### config.mk
export PLATFORM = sky130hd
export DESIGN_NAME = sync_fifo_flex_flat
export DESIGN_NICKNAME = d
export VERILOG_FILES = /design/src/rtl/sync_fifo_flex_if.sv /design/src/rtl/sync_fifo_flex.sv /design/src/flat_wrapper.sv
export SDC_FILE = /design/constraint.sdc
export NUM_CORES = 1
export LEC_CHECK = 0
export ABC_CLOCK_PERIOD_IN_PS = 2800
export CORE_AREA = 10 10 100 125
export CTS_CLUSTER_DIAMETER = 30
export DETAILED_ROUTE_END_ITERATION = 10
export DIE_AREA = 0 0 110 135
export PLACE_DENSITY = 0.49
export RECOVER_POWER = 25
export SLEW_MARGIN = 15
export SYNTH_ARGS = -nofsm -noshare
export SYNTH_HDL_FRONTEND = slang
export SYNTH_SLANG_ARGS = --single-unit
### constraint.sdc
create_clock -name clk -period 2.8 [get_ports clk]
set_input_delay 0.56 -clock clk [delete_from_list [all_inputs] [get_ports clk]]
set_output_delay 0.56 -clock clk [all_outputs]
set_load 0.005 [all_outputs]
### src/rtl/sync_fifo_flex_if.sv
// Producer/consumer bundle for sync_fifo_flex: write side, read side, status and error flags.
// The master drives requests and data_in; the slave (the FIFO) drives everything else.
interface sync_fifo_flex_if #(
    parameter int DATA_WIDTH = 8,
    parameter int DEPTH      = 8
);
    localparam int CNT_WIDTH = $clog2(DEPTH + 1);

    logic                  clear;
    logic                  wr_en;
    logic [DATA_WIDTH-1:0] data_in;
    logic                  rd_en;
    logic [DATA_WIDTH-1:0] data_out;
    logic                  rd_valid;
    logic                  full;
    logic                  empty;
    logic                  almost_full;
    logic                  almost_empty;
    logic [CNT_WIDTH-1:0]  count;
    logic                  overflow;
    logic                  underflow;

    // A request is taken at the rising edge where it is high; wr_en is accepted when
    // !full or a read is accepted in the same cycle, rd_en when !empty; clear wins over both.
    modport master (
        output clear, wr_en, data_in, rd_en,
        input  data_out, rd_valid, full, empty, almost_full, almost_empty,
               count, overflow, underflow
    );

    modport slave (
        input  clear, wr_en, data_in, rd_en,
        output data_out, rd_valid, full, empty, almost_full, almost_empty,
               count, overflow, underflow
    );
endinterface

### src/rtl/sync_fifo_flex.sv
// Single-clock FIFO with thresholds, occupancy count, sticky error flags, flush and
// a build-time choice between a registered read port and first-word-fall-through.
module sync_fifo_flex #(
    parameter int DATA_WIDTH = 8,
    parameter int DEPTH      = 8,
    parameter int AF_THRESH  = DEPTH - 2,
    parameter int AE_THRESH  = 2,
    parameter int FWFT       = 0
) (
    input logic            clk,
    input logic            rst_n,
    sync_fifo_flex_if.slave bus
);
    localparam int PTR_WIDTH = $clog2(DEPTH);
    localparam int CNT_WIDTH = $clog2(DEPTH + 1);

    localparam logic [CNT_WIDTH-1:0] DEPTH_C = CNT_WIDTH'(DEPTH);
    localparam logic [CNT_WIDTH-1:0] AF_C    = CNT_WIDTH'(AF_THRESH);
    localparam logic [CNT_WIDTH-1:0] AE_C    = CNT_WIDTH'(AE_THRESH);
    localparam logic [CNT_WIDTH-1:0] CNT_ONE = CNT_WIDTH'(1);
    localparam logic [PTR_WIDTH:0]   PTR_ONE = (PTR_WIDTH + 1)'(1);

    logic [DATA_WIDTH-1:0] mem_q [DEPTH];

    logic [PTR_WIDTH:0]    wr_ptr_q, wr_ptr_d;
    logic [PTR_WIDTH:0]    rd_ptr_q, rd_ptr_d;
    logic [CNT_WIDTH-1:0]  count_q, count_d;
    logic [DATA_WIDTH-1:0] dout_q, dout_d;
    logic                  rd_valid_q, rd_valid_d;
    logic                  overflow_q, overflow_d;
    logic                  underflow_q, underflow_d;

    logic                  full, empty;
    logic                  rd_acc, wr_acc;
    logic [DATA_WIDTH-1:0] rd_word;

    assign full    = (count_q == DEPTH_C);
    assign empty   = (count_q == '0);
    assign rd_word = mem_q[rd_ptr_q[PTR_WIDTH-1:0]];

    always_comb begin
        rd_acc      = !bus.clear && bus.rd_en && !empty;
        // A pop in the same cycle frees the slot, so a full FIFO still takes the write.
        wr_acc      = !bus.clear && bus.wr_en && (!full || rd_acc);
        wr_ptr_d    = wr_ptr_q;
        rd_ptr_d    = rd_ptr_q;
        count_d     = count_q;
        dout_d      = dout_q;
        rd_valid_d  = rd_acc;
        overflow_d  = overflow_q  || (bus.wr_en && !wr_acc);
        underflow_d = underflow_q || (bus.rd_en && !rd_acc);

        if (wr_acc) wr_ptr_d = wr_ptr_q + PTR_ONE;
        if (rd_acc) begin
            rd_ptr_d = rd_ptr_q + PTR_ONE;
            dout_d   = rd_word;
        end

        case ({wr_acc, rd_acc})
            2'b10:   count_d = count_q + CNT_ONE;
            2'b01:   count_d = count_q - CNT_ONE;
            default: count_d = count_q;
        endcase

        if (bus.clear) begin
            wr_ptr_d    = '0;
            rd_ptr_d    = '0;
            count_d     = '0;
            rd_valid_d  = 1'b0;
            overflow_d  = 1'b0;
            underflow_d = 1'b0;
        end
    end

    always_ff @(posedge clk or negedge rst_n) begin
        if (!rst_n) begin
            wr_ptr_q    <= '0;
            rd_ptr_q    <= '0;
            count_q     <= '0;
            dout_q      <= '0;
            rd_valid_q  <= 1'b0;
            overflow_q  <= 1'b0;
            underflow_q <= 1'b0;
        end else begin
            wr_ptr_q    <= wr_ptr_d;
            rd_ptr_q    <= rd_ptr_d;
            count_q     <= count_d;
            dout_q      <= dout_d;
            rd_valid_q  <= rd_valid_d;
            overflow_q  <= overflow_d;
            underflow_q <= underflow_d;
        end
    end

    // Storage is deliberately left out of reset.
    always_ff @(posedge clk) begin
        if (wr_acc) mem_q[wr_ptr_q[PTR_WIDTH-1:0]] <= bus.data_in;
    end

    assign bus.data_out     = (FWFT != 0) ? (empty ? '0 : rd_word) : dout_q;
    assign bus.rd_valid     = (FWFT != 0) ? !empty : rd_valid_q;
    assign bus.full         = full;
    assign bus.empty        = empty;
    assign bus.almost_full  = (count_q >= AF_C);
    assign bus.almost_empty = (count_q <= AE_C);
    assign bus.count        = count_q;
    assign bus.overflow     = overflow_q;
    assign bus.underflow    = underflow_q;

    // The extra pointer bit and the counter are independent views of occupancy.
    logic ptr_full, ptr_empty;
    assign ptr_full  = (wr_ptr_q[PTR_WIDTH] != rd_ptr_q[PTR_WIDTH]) &&
                       (wr_ptr_q[PTR_WIDTH-1:0] == rd_ptr_q[PTR_WIDTH-1:0]);
    assign ptr_empty = (wr_ptr_q == rd_ptr_q);

    always_ff @(posedge clk) begin
        if (rst_n) begin
            assert (ptr_full == full);
            assert (ptr_empty == empty);
        end
    end
endmodule

### src/flat_wrapper.sv
// flat-port wrapper written by rule: the top's interface ports become plain ports
module sync_fifo_flex_flat 
#(
    parameter int DATA_WIDTH = 8,
    parameter int DEPTH      = 8,
    parameter int AF_THRESH  = DEPTH - 2,
    parameter int AE_THRESH  = 2,
    parameter int FWFT       = 0
)
  (clk, rst_n, bus_clear, bus_wr_en, bus_data_in, bus_rd_en, bus_data_out, bus_rd_valid, bus_full, bus_empty, bus_almost_full, bus_almost_empty, bus_count, bus_overflow, bus_underflow);
  sync_fifo_flex_if #(.DATA_WIDTH(DATA_WIDTH), .DEPTH(DEPTH)) bus_i ();
  input logic clk;
  input logic rst_n;
  input wire logic [$bits(bus_i.clear)-1:0] bus_clear;
  input wire logic [$bits(bus_i.wr_en)-1:0] bus_wr_en;
  input wire logic [$bits(bus_i.data_in)-1:0] bus_data_in;
  input wire logic [$bits(bus_i.rd_en)-1:0] bus_rd_en;
  output wire logic [$bits(bus_i.data_out)-1:0] bus_data_out;
  output wire logic [$bits(bus_i.rd_valid)-1:0] bus_rd_valid;
  output wire logic [$bits(bus_i.full)-1:0] bus_full;
  output wire logic [$bits(bus_i.empty)-1:0] bus_empty;
  output wire logic [$bits(bus_i.almost_full)-1:0] bus_almost_full;
  output wire logic [$bits(bus_i.almost_empty)-1:0] bus_almost_empty;
  output wire logic [$bits(bus_i.count)-1:0] bus_count;
  output wire logic [$bits(bus_i.overflow)-1:0] bus_overflow;
  output wire logic [$bits(bus_i.underflow)-1:0] bus_underflow;
  assign bus_i.clear = bus_clear;
  assign bus_i.wr_en = bus_wr_en;
  assign bus_i.data_in = bus_data_in;
  assign bus_i.rd_en = bus_rd_en;
  assign bus_data_out = bus_i.data_out;
  assign bus_rd_valid = bus_i.rd_valid;
  assign bus_full = bus_i.full;
  assign bus_empty = bus_i.empty;
  assign bus_almost_full = bus_i.almost_full;
  assign bus_almost_empty = bus_i.almost_empty;
  assign bus_count = bus_i.count;
  assign bus_overflow = bus_i.overflow;
  assign bus_underflow = bus_i.underflow;
  sync_fifo_flex #(.DATA_WIDTH(DATA_WIDTH), .DEPTH(DEPTH), .AF_THRESH(AF_THRESH), .AE_THRESH(AE_THRESH), .FWFT(FWFT)) u_core (.clk(clk), .rst_n(rst_n), .bus(bus_i));
endmodule
# Yosys cells after proc, flatten, opt, wreduce, memory -nomap -nowiden
# Memories as Yosys holds them, arrays and structs flattened. A register that Yosys moved wholly into a read port is not among the register bits.
# Cells that the tools add are included.
dict set report totals {
  register_bits 15
  ram_bits 64
  inputBits 13
  output_inout_bits 19
  wordCells 46
  n_memories 1
}
dict set report classes {
  n_addsub 4
  order_cmp 2
  n_eq_ne 3
  muxes 11
  reduce_logical 19
}
# memory depth word_bits rd rd_ports_with_merged_regs write_ports line
set mem_list {}
lappend mem_list {u_core.mem_q 8 8 1 1 1 sync_fifo_flex.sv:23} ;# logic [DATA_WIDTH-1:0] mem_q [DEPTH];
# operator count
set op_table {}
lappend op_table {{2-to-1 mux 4 bit} 5}
lappend op_table {{adder 4 x 1 -> 4 bit (second input constant)} 3}
lappend op_table {{one-hot mux 4 bit (2 select lines)} 1}
lappend op_table {{logical AND 1 bit} 6}
lappend op_table {{zero test 1 bit} 6}
lappend op_table {{2-to-1 mux 1 bit} 5}
lappend op_table {{== test 4 bit (second input constant)} 1}
lappend op_table {{>= comparator 4 x 3 -> 1 bit (second input constant)} 1}
lappend op_table {{<= comparator 4 x 2 -> 1 bit (second input constant)} 1}
lappend op_table {{zero test 4 bit} 1}
lappend op_table {{nonzero test 2 bit} 2}
lappend op_table {{subtractor 4 x 1 -> 4 bit (second input constant)} 1}
lappend op_table {{logical OR 1 bit} 3}
lappend op_table {{nonzero test 3 bit} 1}
lappend op_table {{== test 2 x 1 -> 1 bit (second input constant)} 1}
lappend op_table {{== test 2 bit (second input constant)} 1}

# Depth between registers and ports, before layout
# Gate-level depths: netlist (run 1).
dict set report depth {
  ltp_word 9
  depth_mapped 9
  mapped_depth_nobuf 8
}

# Worst setup path after synthesis (run 1)
# Ideal clock, no wire load.
dict set report synth_path {
  path_kind {input to register}
  startpoint {in bus_rd_en}
  endpoint {reg u_core.count_q[3], in the netlist u_core.bus.count[3]}
  arrival_ns 2.474
  t_required_ns 2.672
  path_slack_ns 0.198
  path_stages 9
  n_path_buf 1
  cell_sequence {clkbuf_1 o41a_1 nand3_1 inv_1 ha_1 a21o_1 a21oi_1 mux2i_1 mux2_1}
}
dict set report synth_between {
  elab_chain_cells 7
  word_cells_on_any_way 9
}
# element line
set synth_lines {}
lappend synth_lines {{from (decl)} flat_wrapper.sv:17} ;# input wire logic [$bits(bus_i.rd_en)-1:0] bus_rd_en;
lappend synth_lines {{logical AND 1 bit (*) (2 in a row)} sync_fifo_flex.sv:42} ;# rd_acc = !bus.clear && bus.rd_en && !empty;
lappend synth_lines {{logical OR 1 bit} sync_fifo_flex.sv:44} ;# wr_acc = !bus.clear && bus.wr_en && (!full || rd_acc);
lappend synth_lines {{logical AND 1 bit} sync_fifo_flex.sv:44}
lappend synth_lines {{== test 2 x 1 -> 1 bit or == test 2 bit (tied branches)} sync_fifo_flex.sv:59} ;# case ({wr_acc, rd_acc})
lappend synth_lines {{one-hot mux 4 bit (2 select lines)} sync_fifo_flex.sv:59}
lappend synth_lines {{2-to-1 mux 4 bit} sync_fifo_flex.sv:65} ;# if (bus.clear) begin
lappend synth_lines {{to (signal assigned)} sync_fifo_flex.sv:87} ;# count_q <= count_d;
lappend synth_lines {{to (decl)} sync_fifo_flex.sv:27} ;# logic [CNT_WIDTH-1:0] count_q, count_d;
# Mark *: on every way between the ends. The rest lies on a longest branch, timed or not.
# A chain may end at the register's enable or synchronous reset.

# Worst setup path after layout (run 1)
dict set report layout_path {
  startpoint {reg u_core.count_q[2], in the netlist u_core.bus.count[2]}
  endpoint {out bus_full}
}
dict set report layout_between {
  elab_chain_cells 1
}
# element line
set layout_lines {}
lappend layout_lines {{== test 4 bit} sync_fifo_flex.sv:37} ;# assign full = (count_q == DEPTH_C);
lappend layout_lines {{to (decl)} flat_wrapper.sv:20} ;# output wire logic [$bits(bus_i.full)-1:0] bus_full;
# No other way between the ends.

==> flow_summary.json, run 1 <==
{
  "status": "finished clean",
  "clk_latency_ns": 0.34,
  "grt-ovfl-total": 0,
  "viasPerCell": 4.97,
  "rr_startpoint": "u_core.bus.count[3]$_DFFE_PN0P_",
  "cts_sinks": 85,
  "tightest_slew_ns": 1.23,
  "grt_pass1_wl_um": 11300,
  "ys_ff_latch": 85,
  "vdd_drop_max_mv": 0.358,
  "setup_tns_ns": 0,
  "route.detailed.drc": 0,
  "ys_seq_area_share_pct": 70.7,
  "reg2regPathDepth": 8,
  "hold_class": "reg -> reg",
  "yosysTopAreaCellShare_pct": 55.5,
  "initial_core_util_pct": 34.6,
  "hold_viol": 0,
  "yosys.cell_count.top_type": "edfxtp_1",
  "hold_start": "u_core.bus.overflow$_DFF_PN0_",
  "synth_common_cells": "edfxtp_1, nor2_1, dfrtp_1",
  "ys_types": 32,
  "gp_congestion": 0.748,
  "powerDensity_mw_per_mm2": 736,
  "critical_path_class": "reg -> out",
  "cts_resized": 0,
  "critPathMaxFanout": 9,
  "grt_max_degree": 22,
  "nNetsFinal": 273,
  "diodes": 0,
  "synth_edf_count": 64,
  "period_share_pct": 94.4,
  "avgRoutedWirePerCell_um": 18.2,
  "area_growth_pct": 25.0,
  "drt_wl_total_um": 7070,
  "cts_tree": "yes",
  "postSynthCellCount": 205,
  "leakagePower_uw": 0.00154,
  "synth_top_cell_by_area": "edfxtp_1",
  "syn-num-nets": 223,
  "crit_path_end_kind": "output pin",
  "setup_viol": 0,
  "syn_area_mm2": 0.00346,
  "seqCellArea_mm2": 0.00245,
  "holdPathEnd": "u_core.bus.overflow$_DFF_PN0_",
  "cts_setup_buffers": 0,
  "core-area_mm2": 0.0100,
  "rsz0062_at_grt": "no",
  "whs_ns": 0.497,
  "start_kind": "register",
  "worstPathRequired_ns": 2.24,
  "r2r-end": "u_core.bus.count[3]$_DFFE_PN0P_",
  "ios": 32,
  "ys.flop_type": "edfxtp_1",
  "root_buffer": "clkbuf_16",
  "whs_path_depth": 2,
  "fmax_ghz": 0.378,
  "nFillCells": 911,
  "drt_iter0_markers": 51,
  "ys_top_cells_by_area": "edfxtp_1, dfrtp_1, mux4_2",
  "cts-hold-fix-buffers": 0,
  "port_buffers": 31,
  "report.final.slew_viol_count": 0,
  "fin_crit_ns": 2.64,
  "synthArstFlopShare_pct": 24.7,
  "relSlewSlack_pct": 18.3,
  "clock_path_buffers": 2,
  "cts.clk_slew.worst_paths_ns": 0.06,
  "final_core_util_pct": 43.3,
  "drive_gt1_share_pct": 19.2,
  "syn_area_per_cell_um2": 16.9,
  "arrival_ns": 2.08,
  "dp_hpwl_um": 4670,
  "vias": 1932,
  "fp.dieW_um": 110,
  "r2r_slack_ns": 0.36,
  "multiInputGateArea_um2": 966,
  "die_y_um": 135,
  "track_usage_pct": 10.3,
  "antenna_found_initial": 0,
  "grt_pass1_vias": 2015,
  "h-tree-depth": 3,
  "cap_violations": 0,
  "numCtsBuffers": 9,
  "num_rows": 41,
  "antenna_left": 0,
  "clock_skew_ns": 0.00698,
  "die-area_mm2": 0.0149,
  "yosysWarnings": 0,
  "drt-pass1-iter-count": 6
}
-- sequential cells by signal, indices dropped and copies added (netlist names) --
name,count
u_core.mem_q,64
u_core.bus.overflow,1
u_core.bus.rd_valid,1
u_core.rd_ptr_q,3
u_core.bus.data_out,8
u_core.bus.count,4
u_core.wr_ptr_q,3
u_core.bus.underflow,1
-- metrics by stage --
step / setup WS, ns / area (µm²) / power [µW] / std cells
floorplan: 0.198 / 3460 / 1780 / 205
global placement: 0.124 / 4040 / 2060 / 373
detailed placement: 0.0483 / 4040 / 2060 / 373
CTS: 0.127 / 4330 / 3230 / 389
global route: 0.0767 / 4330 / 3330 / 389
finish: 0.157 / 4330 / 3180 / 389
-- per-layer routing --
layer,GRT usage (%),up-vias,wire length (µm)
li1,-,903,-
met1,12.5,983,3210
met2,16.4,33,3450
met3,1.90,13,237
met4,6.09,0,176
met5,0,-,0
-- worst max-delay path: stages, from the launching register on --
cell,delay [ns]
dfrtp_1,0.49
or4b_1,0.66
inv_1,0.09
clkdlybuf4s50_1,0.50
-- layout by cell type, fill, tap and decap left out, drive strengths merged, types with 2 or more instances in the layout --
cell type,Yosys,routed
edfxtp,64,64
clkdlybuf4s50,0,26
nor2,22,22
dfrtp,21,21
buf,4,17
mux4,16,16
a21oi,12,12
clkbuf,6,11
mux2i,10,10
nor3,7,7
nand3,6,6
inv,5,6
dlygate4sd3,0,5
xor2,4,4
ha,4,4
nand2,3,3
o21ai,3,3
clkinv,0,3
o211ai,2,2
a21o,2,2
nor4,2,2
-- cell families (layout without fill, tap and decap cells) --
kind of cell               Yosys count  after routing  share of synthesized area [%]
adders and majority gates            5              5                           2.02
AOI/OAI and AO/OA                   24             24                           4.74
muxes                               27             27                           13.6
xor gates and xnor gates             5              5                           1.27
and+or+nand+nor                     44             44                           5.89
buffers and inverters               15             70                           1.74
DFF                                 85             85                           70.7
-- how the worst max path moves through the flow --
stage	startpoint	endpoint	slack, ns	cells after the start
5_1_grt	u_core.bus.count[2]$_DFFE_PN0P_	bus_full	0.08	3
4_1_cts	u_core.bus.count[2]$_DFFE_PN0P_	bus_full	0.13	3
3_5_place_dp	bus_rd_en	u_core.bus.count[3]$_DFFE_PN0P_	0.05	9
6_report	u_core.bus.count[2]$_DFFE_PN0P_	bus_full	0.16	3
2_1_floorplan	bus_rd_en	u_core.bus.count[3]$_DFFE_PN0P_	0.20	9
3_3_place_gp	bus_rd_en	u_core.bus.count[3]$_DFFE_PN0P_	0.12	9
-- cell type report --
cell class	instances	share of cell area (%)
inverter	5	0.434
multi-input combinational	105	22.3
clock buffer	10	5.29
tap	129	3.73
timing repair buffer	49	10.2
sequential	85	56.6
clock inverter	6	1.45
-- where the power goes --
group	total (µW)	leakage [µW]	internal, µW	switching, µW
sequential	1500	0.000841	1440	60.3
clock	1160	0.000138	690	475
combinational	514	0.000556	299	215
total	3180	0.00154	2430	750
(Power assumes the default switching activity.)
==> inputs of run 2 (changes only) <==
- CORE_AREA: 10 10 100 125 -> 2 2 92 117
- DIE_AREA: 0 0 110 135 -> 0 0 94 119
==> flow_summary.json, run 2 (synthesis gave the netlist of run 1 again) <==
{
  "multiInputGateArea_um2": 966,
  "clock_skew_ns": 0.00453,
  "cts_setup_buffers": 0,
  "cts_tree": "yes",
  "avgRoutedWirePerCell_um": 17.9,
  "port_buffers": 31,
  "cts_resized": 0,
  "drt_wl_total_um": 7060,
  "grt_pass1_vias": 2007,
  "drt-pass1-iter-count": 4,
  "vdd_drop_max_mv": 0.273,
  "viasPerCell": 4.89,
  "critPathMaxFanout": 9,
  "r2r-end": "u_core.bus.count[3]$_DFFE_PN0P_",
  "cap_violations": 0,
  "initial_core_util_pct": 33.8,
  "grt_pass1_wl_um": 11500,
  "root_buffer": "clkbuf_16",
  "antenna_left": 0,
  "die_y_um": 119,
  "drt_iter0_markers": 73,
  "setup_tns_ns": 0,
  "arrival_ns": 2.09,
  "reg2regPathDepth": 8,
  "startpoint": "u_core.bus.count[2]$_DFFE_PN0P_",
  "whs_path_depth": 2,
  "rsz0062_at_grt": "no",
  "final_core_util_pct": 42.8,
  "whs_ns": 0.500,
  "fp.dieW_um": 94,
  "hold_class": "reg -> reg",
  "fmax_ghz": 0.377,
  "diodes": 0,
  "powerDensity_mw_per_mm2": 754,
  "clock_path_buffers": 2,
  "seqCellArea_mm2": 0.00245,
  "grt_max_degree": 22,
  "antenna_found_initial": 0,
  "status": "finished clean",
  "clk_latency_ns": 0.34,
  "holdPathEnd": "u_core.bus.underflow$_DFF_PN0_",
  "drive_gt1_share_pct": 21.3,
  "vias": 1932,
  "largest_register_ffs": 64,
  "crit_slowest_cell": "or4b_1",
  "rr_startpoint": "u_core.bus.count[3]$_DFFE_PN0P_",
  "area_growth_pct": 26.9,
  "cts-hold-fix-buffers": 0,
  "route.detailed.drc": 0,
  "ios": 32,
  "grt-ovfl-total": 0,
  "track_usage_pct": 14.2,
  "fin_crit_ns": 2.65,
  "dp_hpwl_um": 4670,
  "critical_path_class": "reg -> out",
  "hold_start": "u_core.bus.underflow$_DFF_PN0_",
  "period_share_pct": 94.6,
  "critical-path-top-delay-family": "simple AND/OR/NAND/NOR gates",
  "nNetsFinal": 276,
  "cts_sinks": 85,
  "leakagePower_uw": 0.00157,
  "worstSetupPathDepth": 3,
  "crit_path_end_kind": "output pin",
  "hold_viol": 0,
  "die-area_mm2": 0.0112,
  "setup_viol": 0,
  "relSlewSlack_pct": 15.7,
  "worst-path-buf-inv": 2,
  "report.final.slew_viol_count": 0,
  "nFillCells": 935,
  "core-area_mm2": 0.0102,
  "cts.clk_slew.worst_paths_ns": 0.06,
  "crit_chain": "or4b_1 -> inv_1 -> clkdlybuf4s50_1",
  "final_common_cell": "edfxtp_1",
  "gp_congestion": 0.840,
  "start_kind": "register",
  "final_cell_mix": "edfxtp_1, clkdlybuf4s50_1, nor2_1",
  "r2r_slack_ns": 0.40,
  "numCtsBuffers": 9,
  "max_stage_delay_ns": 0.66,
  "tightest_slew_ns": 1.26,
  "worstPathRequired_ns": 2.24,
  "h-tree-depth": 3,
  "num_rows": 42
}
==> run 2: changes by cell type in the layout (fill, tap and decap cells not counted), sizes merged <==
| cell | change |
|---|---|
| inv | +2 |
| bufinv | +1 |
| clkinv | -3 |
| clkinvlp | +1 |
| clkbuf | -1 |
| buf | +3 |
==> run 2: report_power, final <==
part           switching [µW]  total, µW  internal, µW
Clock                     499       1290           793
Sequential               64.3       1510          1440
Combinational             211        511           300
==> run 2: area by class of cell <==
| class | instances | share of cell area [%] |
|---|---|---|
| sequential | 85 | 55.7 |
| multi-input combinational | 105 | 22.0 |
| timing repair buffer | 52 | 10.6 |
| clock buffer | 9 | 5.13 |
| tap | 132 | 3.76 |
| clock inverter | 7 | 2.37 |
| inverter | 5 | 0.427 |
==> run 2: worst min-delay path: stages (launching register included) <==
cell     delay (ns)
dfrtp_1        0.34
a21oi_1        0.04
nor2_1         0.08
==> run 2: how the worst max path moves through the flow <==
stage	endpoint	slack, ns
after floorplan	u_core.bus.count[3]$_DFFE_PN0P_	0.20
after global placement	u_core.bus.count[3]$_DFFE_PN0P_	0.14
after detailed placement	u_core.bus.count[3]$_DFFE_PN0P_	0.12
after CTS	bus_full	0.12
after global routing	bus_full	0.06
final	bus_full	0.15
==> run 2: through the flow <==
stage | instances | total power, µW | setup slack (ns) | area [µm²]
5_1_grt | 395 | 3470 | 0.0569 | 4390
3_5_place_dp | 379 | 2060 | 0.115 | 4070
6_report | 395 | 3310 | 0.151 | 4390
4_1_cts | 395 | 3370 | 0.118 | 4390
3_3_place_gp | 379 | 2050 | 0.143 | 4070
2_1_floorplan | 205 | 1780 | 0.198 | 3460
==> run 2: metal layers <==
| metal | global-route usage, % | vias to the layer above | share of wire, % |
|---|---|---|---|
| met3 | 2.72 | 14 | 2.7 |
| met4 | 6.88 | 0 | 2.5 |
| li1 | - | 905 | - |
| met5 | 0 | - | 0 |
| met2 | 23.5 | 33 | 51 |
| met1 | 17.6 | 980 | 44 |
